File: config.mk
export PLATFORM = sky130hd
export DESIGN_NAME = hring_node_port_ctrl_flat
export DESIGN_NICKNAME = d
export VERILOG_FILES = /design/src/rtl/hring_node_port_ctrl_pkg.sv /design/src/rtl/hring_node_port_ctrl_if.sv /design/src/rtl/hring_node_port_ctrl_sync_fifo.sv /design/src/rtl/hring_node_port_ctrl.sv /design/src/flat_wrapper.sv
export SDC_FILE = /design/constraint.sdc
export NUM_CORES = 2
export LEC_CHECK = 0
export ABC_AREA = 1
export BUFFER_PORTS_ARGS = -buffer_cell sky130_fd_sc_hd__buf_2
export CORE_MARGIN = 10
export CORE_UTILIZATION = 30
export DETAILED_ROUTE_END_ITERATION = 7
export GPL_TIMING_DRIVEN = 1
export PLACE_DENSITY = 0.47
export SLEW_MARGIN = 0
export SYNTH_ARGS = -nofsm -noshare
export SYNTH_HDL_FRONTEND = slang
export SYNTH_SLANG_ARGS = --single-unit
export TNS_END_PERCENT = 1
File: constraint.sdc
create_clock -name clk -period 14.3 [get_ports clk]
set_input_delay 1.43 -clock clk [delete_from_list [all_inputs] [get_ports clk]]
set_output_delay 1.43 -clock clk [all_outputs]
set_load 0.02 [all_outputs]
File: src/rtl/hring_node_port_ctrl_pkg.sv
// ---------------------------------------------------------------------------
// hring_node_port_ctrl_pkg
// Shared flit-format constants and defaults for the local-port controller of
// the hierarchical-ring node router.
//   CONTROL_W        : width of a router control flit
//   CTRL_VALID       : index of the flit-present bit
//   CTRL_DEST_HI/LO  : destination field range inside a flit
//   STARVE_LIMIT_DEF : default consecutive un-acked offer cycles before starve
//   CNT_W_DEF        : default width of the injected-flit counter
// ---------------------------------------------------------------------------
package hring_node_port_ctrl_pkg;

    localparam int CONTROL_W        = 144;
    localparam int CTRL_VALID       = 143;
    localparam int CTRL_DEST_HI     = 142;
    localparam int CTRL_DEST_LO     = 139;

    localparam int STARVE_LIMIT_DEF = 16;
    localparam int CNT_W_DEF        = 16;

    typedef logic [CONTROL_W-1:0] flit_t;

    // Return the flit with its flit-present bit set.
    function automatic flit_t mark_valid(input flit_t f);
        flit_t r;
        r             = f;
        r[CTRL_VALID] = 1'b1;
        return r;
    endfunction

    // Flit-present bit of a flit.
    function automatic logic flit_present(input flit_t f);
        return f[CTRL_VALID];
    endfunction

    // Destination field of a flit.
    function automatic logic [CTRL_DEST_HI-CTRL_DEST_LO:0] flit_dest(input flit_t f);
        return f[CTRL_DEST_HI:CTRL_DEST_LO];
    endfunction

endpackage

File: src/rtl/hring_node_port_ctrl_if.sv
// ---------------------------------------------------------------------------
// hring_node_port_ctrl_if
// Handshake/bus bundle between a core, the local-port controller and one
// local router port.
//   core_in_flit/valid/ready    : core -> controller injection handshake
//   portl_ci/portl_ack          : controller -> router local input, ack back
//   portl_co                    : router local output (ejection), no backpressure
//   core_out_flit/valid/ready   : controller -> core ejection handshake
// Modports:
//   slave  : the controller side
//   master : the surrounding core/router side
// ---------------------------------------------------------------------------
interface hring_node_port_ctrl_if;
    import hring_node_port_ctrl_pkg::*;

    flit_t core_in_flit;
    logic  core_in_valid;
    logic  core_in_ready;
    flit_t portl_ci;
    logic  portl_ack;
    flit_t portl_co;
    flit_t core_out_flit;
    logic  core_out_valid;
    logic  core_out_ready;

    modport slave (
        input  core_in_flit,
        input  core_in_valid,
        output core_in_ready,
        output portl_ci,
        input  portl_ack,
        input  portl_co,
        output core_out_flit,
        output core_out_valid,
        input  core_out_ready
    );

    modport master (
        output core_in_flit,
        output core_in_valid,
        input  core_in_ready,
        input  portl_ci,
        output portl_ack,
        output portl_co,
        input  core_out_flit,
        input  core_out_valid,
        output core_out_ready
    );

endinterface

File: src/rtl/hring_node_port_ctrl_sync_fifo.sv
// ---------------------------------------------------------------------------
// hring_sync_fifo
// Synchronous FIFO with synchronous active-high reset.
//   clk, rst   : clock, synchronous reset (clears pointers, count and storage)
//   push/wdata : write request; accepted when not full, or when full and a
//                pop happens on the same edge
//   pop        : read request; ignored when empty
//   head       : oldest entry
//   head_next  : entry behind the oldest (valid when count >= 2)
//   count      : number of stored entries
//   full/empty : count == DEPTH / count == 0
// DEPTH must be a power of two and at least 2 so the pointers wrap naturally.
// ---------------------------------------------------------------------------
module hring_sync_fifo #(
    parameter int WIDTH = 8,
    parameter int DEPTH = 4
) (
    input  logic                     clk,
    input  logic                     rst,
    input  logic                     push,
    input  logic [WIDTH-1:0]         wdata,
    input  logic                     pop,
    output logic [WIDTH-1:0]         head,
    output logic [WIDTH-1:0]         head_next,
    output logic [$clog2(DEPTH):0]   count,
    output logic                     full,
    output logic                     empty
);

    localparam int AW = $clog2(DEPTH);
    localparam logic [AW-1:0] PTR_ONE  = {{(AW-1){1'b0}}, 1'b1};
    localparam logic [AW:0]   CNT_ONE  = {{AW{1'b0}}, 1'b1};
    localparam logic [AW:0]   CNT_FULL = (AW+1)'(DEPTH);

    logic [WIDTH-1:0] mem_r [DEPTH];
    logic [AW-1:0]    rd_ptr_r;
    logic [AW-1:0]    wr_ptr_r;
    logic [AW:0]      count_r;
    logic             do_pop_s;
    logic             do_push_s;

    assign empty     = (count_r == '0);
    assign full      = (count_r == CNT_FULL);
    assign count     = count_r;
    assign head      = mem_r[rd_ptr_r];
    assign head_next = mem_r[rd_ptr_r + PTR_ONE];

    // Effective read/write strobes; a full FIFO still accepts a write when it pops that edge.
    always_comb begin
        do_pop_s  = pop & ~empty;
        do_push_s = push & (~full | do_pop_s);
    end

    // Pointer and occupancy registers.
    always_ff @(posedge clk) begin
        if (rst) begin
            rd_ptr_r <= '0;
            wr_ptr_r <= '0;
            count_r  <= '0;
        end else begin
            if (do_pop_s) begin
                rd_ptr_r <= rd_ptr_r + PTR_ONE;
            end
            if (do_push_s) begin
                wr_ptr_r <= wr_ptr_r + PTR_ONE;
            end
            case ({do_push_s, do_pop_s})
                2'b10:   count_r <= count_r + CNT_ONE;
                2'b01:   count_r <= count_r - CNT_ONE;
                default: count_r <= count_r;
            endcase
        end
    end

    // Storage array; cleared on reset so stale data never reaches the head outputs.
    always_ff @(posedge clk) begin
        if (rst) begin
            for (int i = 0; i < DEPTH; i++) begin
                mem_r[i] <= '0;
            end
        end else if (do_push_s) begin
            mem_r[wr_ptr_r] <= wdata;
        end
    end

endmodule

File: src/rtl/hring_node_port_ctrl.sv
// ---------------------------------------------------------------------------
// hring_node_port_ctrl
// Local-port controller for one local router port pair of a hierarchical-ring
// node. Buffers core flits for injection into the bufferless router and
// buffers ejected flits towards the core.
//   clk, rst     : clock, synchronous active-high reset
//   port_if      : slave side of the core/router handshake bundle
//   starve       : injection head has waited STARVE_LIMIT un-acked cycles
//   ej_overflow  : sticky, an ejected flit was dropped (ejection FIFO full)
//   inj_count    : flits accepted by the router, wraps modulo 2^CNT_W
// Injection path: core push -> FIFO -> registered portl_ci (one edge later).
// The FIFO entry stays stored until the router acks it, so portl_ci is always
// a copy of the FIFO head and INJ_DEPTH is the total injection capacity.
// ---------------------------------------------------------------------------
module hring_node_port_ctrl
    import hring_node_port_ctrl_pkg::*;
#(
    parameter int INJ_DEPTH    = 4,
    parameter int EJ_DEPTH     = 4,
    parameter int STARVE_LIMIT = STARVE_LIMIT_DEF,
    parameter int CNT_W        = CNT_W_DEF
) (
    input  logic                 clk,
    input  logic                 rst,
    hring_node_port_ctrl_if.slave port_if,
    output logic                 starve,
    output logic                 ej_overflow,
    output logic [CNT_W-1:0]     inj_count
);

    localparam int IAW = $clog2(INJ_DEPTH);
    localparam int EAW = $clog2(EJ_DEPTH);
    localparam int SW  = $clog2(STARVE_LIMIT + 1);

    localparam logic [IAW:0]     INJ_CNT_TWO = {{(IAW-1){1'b0}}, 2'b10};
    localparam logic [SW-1:0]    STARVE_MAX  = SW'(STARVE_LIMIT);
    localparam logic [SW-1:0]    STARVE_ONE  = {{(SW-1){1'b0}}, 1'b1};
    localparam logic [CNT_W-1:0] INJ_ONE     = {{(CNT_W-1){1'b0}}, 1'b1};

    // Injection FIFO signals
    logic           inj_push_s;
    logic           inj_pop_s;
    flit_t          inj_head_s;
    flit_t          inj_head_next_s;
    logic [IAW:0]   inj_cnt_s;
    logic           inj_full_s;
    logic           inj_empty_s;

    // Ejection FIFO signals
    logic           ej_push_s;
    logic           ej_pop_s;
    flit_t          ej_head_s;
    flit_t          ej_head_next_s;
    logic [EAW:0]   ej_cnt_s;
    logic           ej_full_s;
    logic           ej_empty_s;
    logic           ej_drop_s;
    logic           ej_unused_s;

    // Output-side state
    flit_t          portl_ci_r;
    flit_t          portl_ci_nxt_s;
    logic [SW-1:0]  starve_cnt_r;
    logic [SW-1:0]  starve_cnt_nxt_s;
    logic           starve_r;
    logic           ej_overflow_r;
    logic [CNT_W-1:0] inj_count_r;

    // ------------------------------------------------------------------
    // Injection direction
    // ------------------------------------------------------------------
    // core_in_ready reflects occupancy before any same-edge pop: no bypass.
    assign port_if.core_in_ready = ~inj_full_s;
    assign port_if.portl_ci      = portl_ci_r;

    // Push/pop strobes; an ack is only honoured while a flit is actually offered.
    always_comb begin
        inj_push_s = port_if.core_in_valid & ~inj_full_s;
        inj_pop_s  = flit_present(portl_ci_r) & port_if.portl_ack;
    end

    hring_sync_fifo #(
        .WIDTH (CONTROL_W),
        .DEPTH (INJ_DEPTH)
    ) u_inj_fifo (
        .clk       (clk),
        .rst       (rst),
        .push      (inj_push_s),
        .wdata     (port_if.core_in_flit),
        .pop       (inj_pop_s),
        .head      (inj_head_s),
        .head_next (inj_head_next_s),
        .count     (inj_cnt_s),
        .full      (inj_full_s),
        .empty     (inj_empty_s)
    );

    // Next offered flit: the head left after this edge's pop, drawn only from
    // entries already stored, so a flit pushed this edge shows one edge later.
    always_comb begin
        portl_ci_nxt_s = '0;
        if (inj_pop_s) begin
            if (inj_cnt_s >= INJ_CNT_TWO) begin
                portl_ci_nxt_s = mark_valid(inj_head_next_s);
            end else begin
                portl_ci_nxt_s = '0;
            end
        end else begin
            if (!inj_empty_s) begin
                portl_ci_nxt_s = mark_valid(inj_head_s);
            end else begin
                portl_ci_nxt_s = '0;
            end
        end
    end

    // Starvation counter: counts consecutive offered-but-refused edges, saturating.
    always_comb begin
        starve_cnt_nxt_s = '0;
        if (flit_present(portl_ci_r) && !port_if.portl_ack) begin
            if (starve_cnt_r == STARVE_MAX) begin
                starve_cnt_nxt_s = starve_cnt_r;
            end else begin
                starve_cnt_nxt_s = starve_cnt_r + STARVE_ONE;
            end
        end else begin
            starve_cnt_nxt_s = '0;
        end
    end

    // Registered injection outputs: offered flit, starvation state, accepted-flit counter.
    always_ff @(posedge clk) begin
        if (rst) begin
            portl_ci_r   <= '0;
            starve_cnt_r <= '0;
            starve_r     <= 1'b0;
            inj_count_r  <= '0;
        end else begin
            portl_ci_r   <= portl_ci_nxt_s;
            starve_cnt_r <= starve_cnt_nxt_s;
            starve_r     <= (starve_cnt_nxt_s == STARVE_MAX);
            if (inj_pop_s) begin
                inj_count_r <= inj_count_r + INJ_ONE;
            end else begin
                inj_count_r <= inj_count_r;
            end
        end
    end

    assign starve    = starve_r;
    assign inj_count = inj_count_r;

    // ------------------------------------------------------------------
    // Ejection direction
    // ------------------------------------------------------------------
    // The router cannot be stalled: every present flit is written, or dropped if no room.
    always_comb begin
        ej_push_s = flit_present(port_if.portl_co);
        ej_pop_s  = ~ej_empty_s & port_if.core_out_ready;
        ej_drop_s = ej_push_s & ej_full_s & ~ej_pop_s;
    end

    hring_sync_fifo #(
        .WIDTH (CONTROL_W),
        .DEPTH (EJ_DEPTH)
    ) u_ej_fifo (
        .clk       (clk),
        .rst       (rst),
        .push      (ej_push_s),
        .wdata     (port_if.portl_co),
        .pop       (ej_pop_s),
        .head      (ej_head_s),
        .head_next (ej_head_next_s),
        .count     (ej_cnt_s),
        .full      (ej_full_s),
        .empty     (ej_empty_s)
    );

    // The ejection side never looks past the head nor at the raw occupancy.
    assign ej_unused_s = ^{ej_head_next_s, ej_cnt_s};

    assign port_if.core_out_flit  = ej_head_s;
    assign port_if.core_out_valid = ~ej_empty_s;

    // Sticky overflow flag, cleared only by reset.
    always_ff @(posedge clk) begin
        if (rst) begin
            ej_overflow_r <= 1'b0;
        end else if (ej_drop_s) begin
            ej_overflow_r <= 1'b1;
        end else begin
            ej_overflow_r <= ej_overflow_r;
        end
    end

    assign ej_overflow = ej_overflow_r;

endmodule

File: src/flat_wrapper.sv
// flat-port wrapper written by rule: the top's interface ports become plain ports
module hring_node_port_ctrl_flat import hring_node_port_ctrl_pkg::*;
#(
    parameter int INJ_DEPTH    = 4,
    parameter int EJ_DEPTH     = 4,
    parameter int STARVE_LIMIT = STARVE_LIMIT_DEF,
    parameter int CNT_W        = CNT_W_DEF
)
  (clk, rst, starve, ej_overflow, inj_count, port_if_core_in_flit, port_if_core_in_valid, port_if_core_in_ready, port_if_portl_ci, port_if_portl_ack, port_if_portl_co, port_if_core_out_flit, port_if_core_out_valid, port_if_core_out_ready);
  hring_node_port_ctrl_if port_if_i ();
  input  logic clk;
  input  logic rst;
  output logic starve;
  output logic ej_overflow;
  output logic [CNT_W-1:0] inj_count;
  input wire logic [$bits(port_if_i.core_in_flit)-1:0] port_if_core_in_flit;
  input wire logic [$bits(port_if_i.core_in_valid)-1:0] port_if_core_in_valid;
  output wire logic [$bits(port_if_i.core_in_ready)-1:0] port_if_core_in_ready;
  output wire logic [$bits(port_if_i.portl_ci)-1:0] port_if_portl_ci;
  input wire logic [$bits(port_if_i.portl_ack)-1:0] port_if_portl_ack;
  input wire logic [$bits(port_if_i.portl_co)-1:0] port_if_portl_co;
  output wire logic [$bits(port_if_i.core_out_flit)-1:0] port_if_core_out_flit;
  output wire logic [$bits(port_if_i.core_out_valid)-1:0] port_if_core_out_valid;
  input wire logic [$bits(port_if_i.core_out_ready)-1:0] port_if_core_out_ready;
  assign port_if_i.core_in_flit = port_if_core_in_flit;
  assign port_if_i.core_in_valid = port_if_core_in_valid;
  assign port_if_core_in_ready = port_if_i.core_in_ready;
  assign port_if_portl_ci = port_if_i.portl_ci;
  assign port_if_i.portl_ack = port_if_portl_ack;
  assign port_if_i.portl_co = port_if_portl_co;
  assign port_if_core_out_flit = port_if_i.core_out_flit;
  assign port_if_core_out_valid = port_if_i.core_out_valid;
  assign port_if_i.core_out_ready = port_if_core_out_ready;
  hring_node_port_ctrl #(.INJ_DEPTH(INJ_DEPTH), .EJ_DEPTH(EJ_DEPTH), .STARVE_LIMIT(STARVE_LIMIT), .CNT_W(CNT_W)) u_core (.clk(clk), .rst(rst), .port_if(port_if_i), .starve(starve), .ej_overflow(ej_overflow), .inj_count(inj_count));
endmodule
==> summary.md <==
| Metric | Value |
|---|---|
| Initial antenna violation count | `26` |
| Tot GR Track Use | `0.181` |
| Buffers on Ports | `599` |
| Initial core utilization | `0.302` |
| Setup CP Type | `input port to flop` |
| EDFF count, synth | `1148` |
| First-pass GRT wire length | `302 mm` |
| Ys Warns | `0` |
| Status | `complete, no violations` |
| Static leakage | `28.7 nW` |
| Width of the die | `469 µm` |
| CTS Root Cell | `clkbuf_16` |
| Hold worst-path end | `u_core.ej_overflow` |
| Sw frac | `0.318` |
| Int Pwr | `7.42 mW` |
| Synthesized cell area | `0.0605 mm²` |
| Max Cap Violations | `0` |
| Worst R2R End | `u_core.u_ej_fifo.mem_r[3][2]` |
| GRT Residual Overflow | `0` |
| Hold_buf cts | `0` |
| Core area | `0.200 mm²` |
| Min-Delay Path Class | `flop to flop` |
| Syn nets | `6877` |
| Fillers | `20400` |
| PwrDens | `153 mW/mm²` |
| CP Data Arrival Time | `6.26 ns` |
| Vias in the first global route | `46600` |
| Final core utilization | `0.354` |
| Vias | `47400` |
| Hold Crit Depth | `2` |
| Reg power frac | `0.432` |
| Mapped Cells | `6577` |
| Synth Flop Type | `edfxtp_1` |
| Worst setup EP type | `flop` |
| WL/cell | `21.3 µm` |
| Fin. max-slew vios | `0` |
| Reg-to-reg slack, setup | `8.87 ns` |
| Rel. slew slack | `0.268` |
| Async S/R FF share, synth | `0` |
| # setup viols final | `0` |
| Total Routed Length | `208 mm` |
| Min Tclk post-route | `5.85 ns` |
| Seq cells post-synth | `1333` |
| Die Height | `469 µm` |
| Clk sinks | `1333` |
| Post CTS Setup Buffer Count | `0` |
| Die area | `0.220 mm²` |
| Synthesized area per cell | `9.20 µm²` |
| Worst EP required | `14.71 ns` |
| # DRC | `0` |
| Unrepaired setup endpoints after global routing | `no` |
| Combinational share of power | `0.196` |
| Max Freq | `171 MHz` |
| Multi-input combinational cell area | `0.0179 mm²` |
| Drt pass-1 iters | `6` |
| Crit-path max FO | `55` |
| Setup TNS | `0 ns` |
| Clock power frac | `0.371` |
| Hold wc startpoint | `u_core.ej_overflow` |
| Synth cell types | `35` |
| Area growth syn-to-layout | `17.1%` |
| H-tree levels | `4` |
| Sequential cell area | `0.0382 mm²` |
| CTS Buf Count | `157` |
| Post-synthesis sequential area ratio | `0.631` |
| Startpoint Class | `input port` |
| IO Pins | `601` |
| CTS tree | `done` |
| Share of cells above drive strength 1 | `0.131` |
| Worst-Skew Late Latency | `0.82 ns` |
| Drt via density | `4.86` |
| Final GP Congestion | `0.758` |
| P_sw | `3.46 mW` |
| Clock slew at reported path FFs | `0.06 ns` |
| FP Rows | `164` |
| Reg2Reg Depth | `9` |
| RR Startpoint | `u_core.u_ej_fifo.count[1]` |
| DRT iter0 DRCs | `3913` |
| Nets | `7263` |
| Worst Skew | `0.0336 ns` |
| Hpwl dp | `117 mm` |
| CTS resizes | `0` |
| Routed Antenna Nets | `0` |
| Clk buf depth | `3` |
| Fin crit share | `0.409` |
| Largest net degree at the start of global routing | `185` |
| Maximum VDD drop | `0.000108 V` |
| Worst-margin pin slew | `1.10 ns` |
| Final hold vios | `0` |
power by group through the flow:
| stage | Clock (mW) | Combinational, mW | Sequential [mW] |
|---|---|---|---|
| 2_1_floorplan | 0 | 1.27 | 4.81 |
| 3_3_place_gp | 0 | 2.15 | 4.78 |
| 3_5_place_dp | 0 | 2.17 | 4.78 |
| 4_1_cts | 4.14 | 2.17 | 4.70 |
| 5_1_grt | 4.29 | 2.34 | 4.73 |
| 6_report | 4.04 | 2.14 | 4.70 |
worst max path at each step:
stage                     cells after the start                        endpoint                  start
final                                         9    u_core.u_ej_fifo.mem_r[3][2]                    rst
after global routing                          9    u_core.u_ej_fifo.mem_r[3][2]                    rst
after CTS                                     9    u_core.u_ej_fifo.mem_r[3][2]                    rst
after detailed placement                      9  u_core.u_ej_fifo.mem_r[3][136]                    rst
after global placement                        9  u_core.u_ej_fifo.mem_r[3][136]                    rst
after floorplan                               2   u_core.u_inj_fifo.mem_r[3][0]  port_if_core_in_valid
state kept, by name, summed over array words and instances (netlist names), named ones only:
name	flops
u_core.u_inj_fifo.rd_ptr_r	2
u_core.u_ej_fifo.wr_ptr_r	2
u_core.u_ej_fifo.count	3
u_core.u_ej_fifo.rd_ptr_r	2
u_core.u_inj_fifo.count	3
u_core.ej_overflow	1
u_core.inj_count	16
u_core.u_inj_fifo.mem_r	572
u_core.u_ej_fifo.mem_r	576
u_core.u_inj_fifo.wr_ptr_r	2
u_core.starve	1
u_core.port_if.portl_ci	144
u_core.starve_cnt_r	5
per-layer routing:
metal	GRT usage	wire length, µm
met5	0	51
met1	0.229	86500
met3	0.0411	16900
met4	0.0571	5390
met2	0.308	98900
logic make-up (layout without fill, tap and decap cells):
logic type               after synthesis  count (layout)  synth area share
AO/OA/AOI/OAI                       1224            1224             0.110
XOR/XNOR                               7               7           0.00101
adder cells (fa/ha/maj)                7               7           0.00170
buffers and inverters               1139            1661            0.0757
flip-flops                          1333            1333             0.631
other                                  0              15                 0
AND/OR/NAND/NOR                     2867            2867             0.181
through the flow:
stage / setup WS [ns] / hold WS (ns) / total power [mW] / area [µm²] / std cells
after global routing: 8.27 / 0.489 / 11.4 / 70800 / 9757
after global placement: 7.61 / 0.440 / 6.93 / 65700 / 9460
final: 8.45 / 0.454 / 10.9 / 70900 / 9770
after floorplan: 1.46 / 0.436 / 6.09 / 60500 / 6577
after CTS: 8.49 / 0.458 / 11.0 / 70800 / 9755
after detailed placement: 7.58 / 0.448 / 6.95 / 65700 / 9460
cell type report:
| cell class | instances | share of cell area |
|---|---|---|
| Antenna cell | 15 | 0.000530 |
| Multi-Input combinational cell | 4105 | 0.252 |
| Timing Repair Buffer | 666 | 0.0509 |
| Clock inverter | 80 | 0.0119 |
| Inverter | 700 | 0.0374 |
| Clock buffer | 215 | 0.0610 |
| Tap cell | 2656 | 0.0469 |
| Sequential cell | 1333 | 0.539 |
synth_stat cells, types with 3 or more instances:
library cell / count / area [µm²]
o21ai_1: 7 / 35.0
o211ai_1: 143 / 1070
o22ai_1: 145 / 907
xor2_1: 5 / 43.8
a21oi_1: 338 / 1690
buf_1: 25 / 93.8
buf_2: 172 / 861
dfxtp_1: 185 / 3700
nand4_1: 4 / 25.0
nand3_1: 72 / 360
ha_1: 5 / 62.6
buf_4: 12 / 90.1
clkbuf_1: 224 / 841
nor3_1: 6 / 30.0
buf_6: 6 / 67.6
o21ai_0: 586 / 2930
nand2_1: 1094 / 4110
inv_1: 694 / 2610
edfxtp_1: 1148 / 34500
inv_2: 5 / 18.8
nor2_1: 1680 / 6310
nand2_2: 3 / 18.8
worst max-delay path: stages:
cell     delay (ns)
buf_6          0.27
inv_2          0.21
nand3_4        0.67
buf_4          0.72
nor2_2         0.18
nor3_2         0.19
buf_4          0.66
buf_4          0.79
buf_4          0.86
placed cells by master (no fill, tap or decap), types with 6 or more instances in the layout:
master / count
buf_4: 59
inv_6: 8
diode_2: 15
buf_2: 598
clkinv_1: 24
buf_12: 8
nor2_1: 1680
o22ai_1: 145
edfxtp_1: 1148
clkinvlp_4: 6
clkbuf_8: 11
bufinv_16: 10
nand2_1: 1087
dfxtp_1: 180
inv_1: 693
clkinv_2: 24
a21oi_1: 338
nand3_1: 72
o21ai_0: 584
nand2_4: 9
o21ai_1: 7
clkbuf_1: 44
o211ai_1: 143
clkbuf_16: 160
Note: power is estimated with default switching activity, not from simulation.
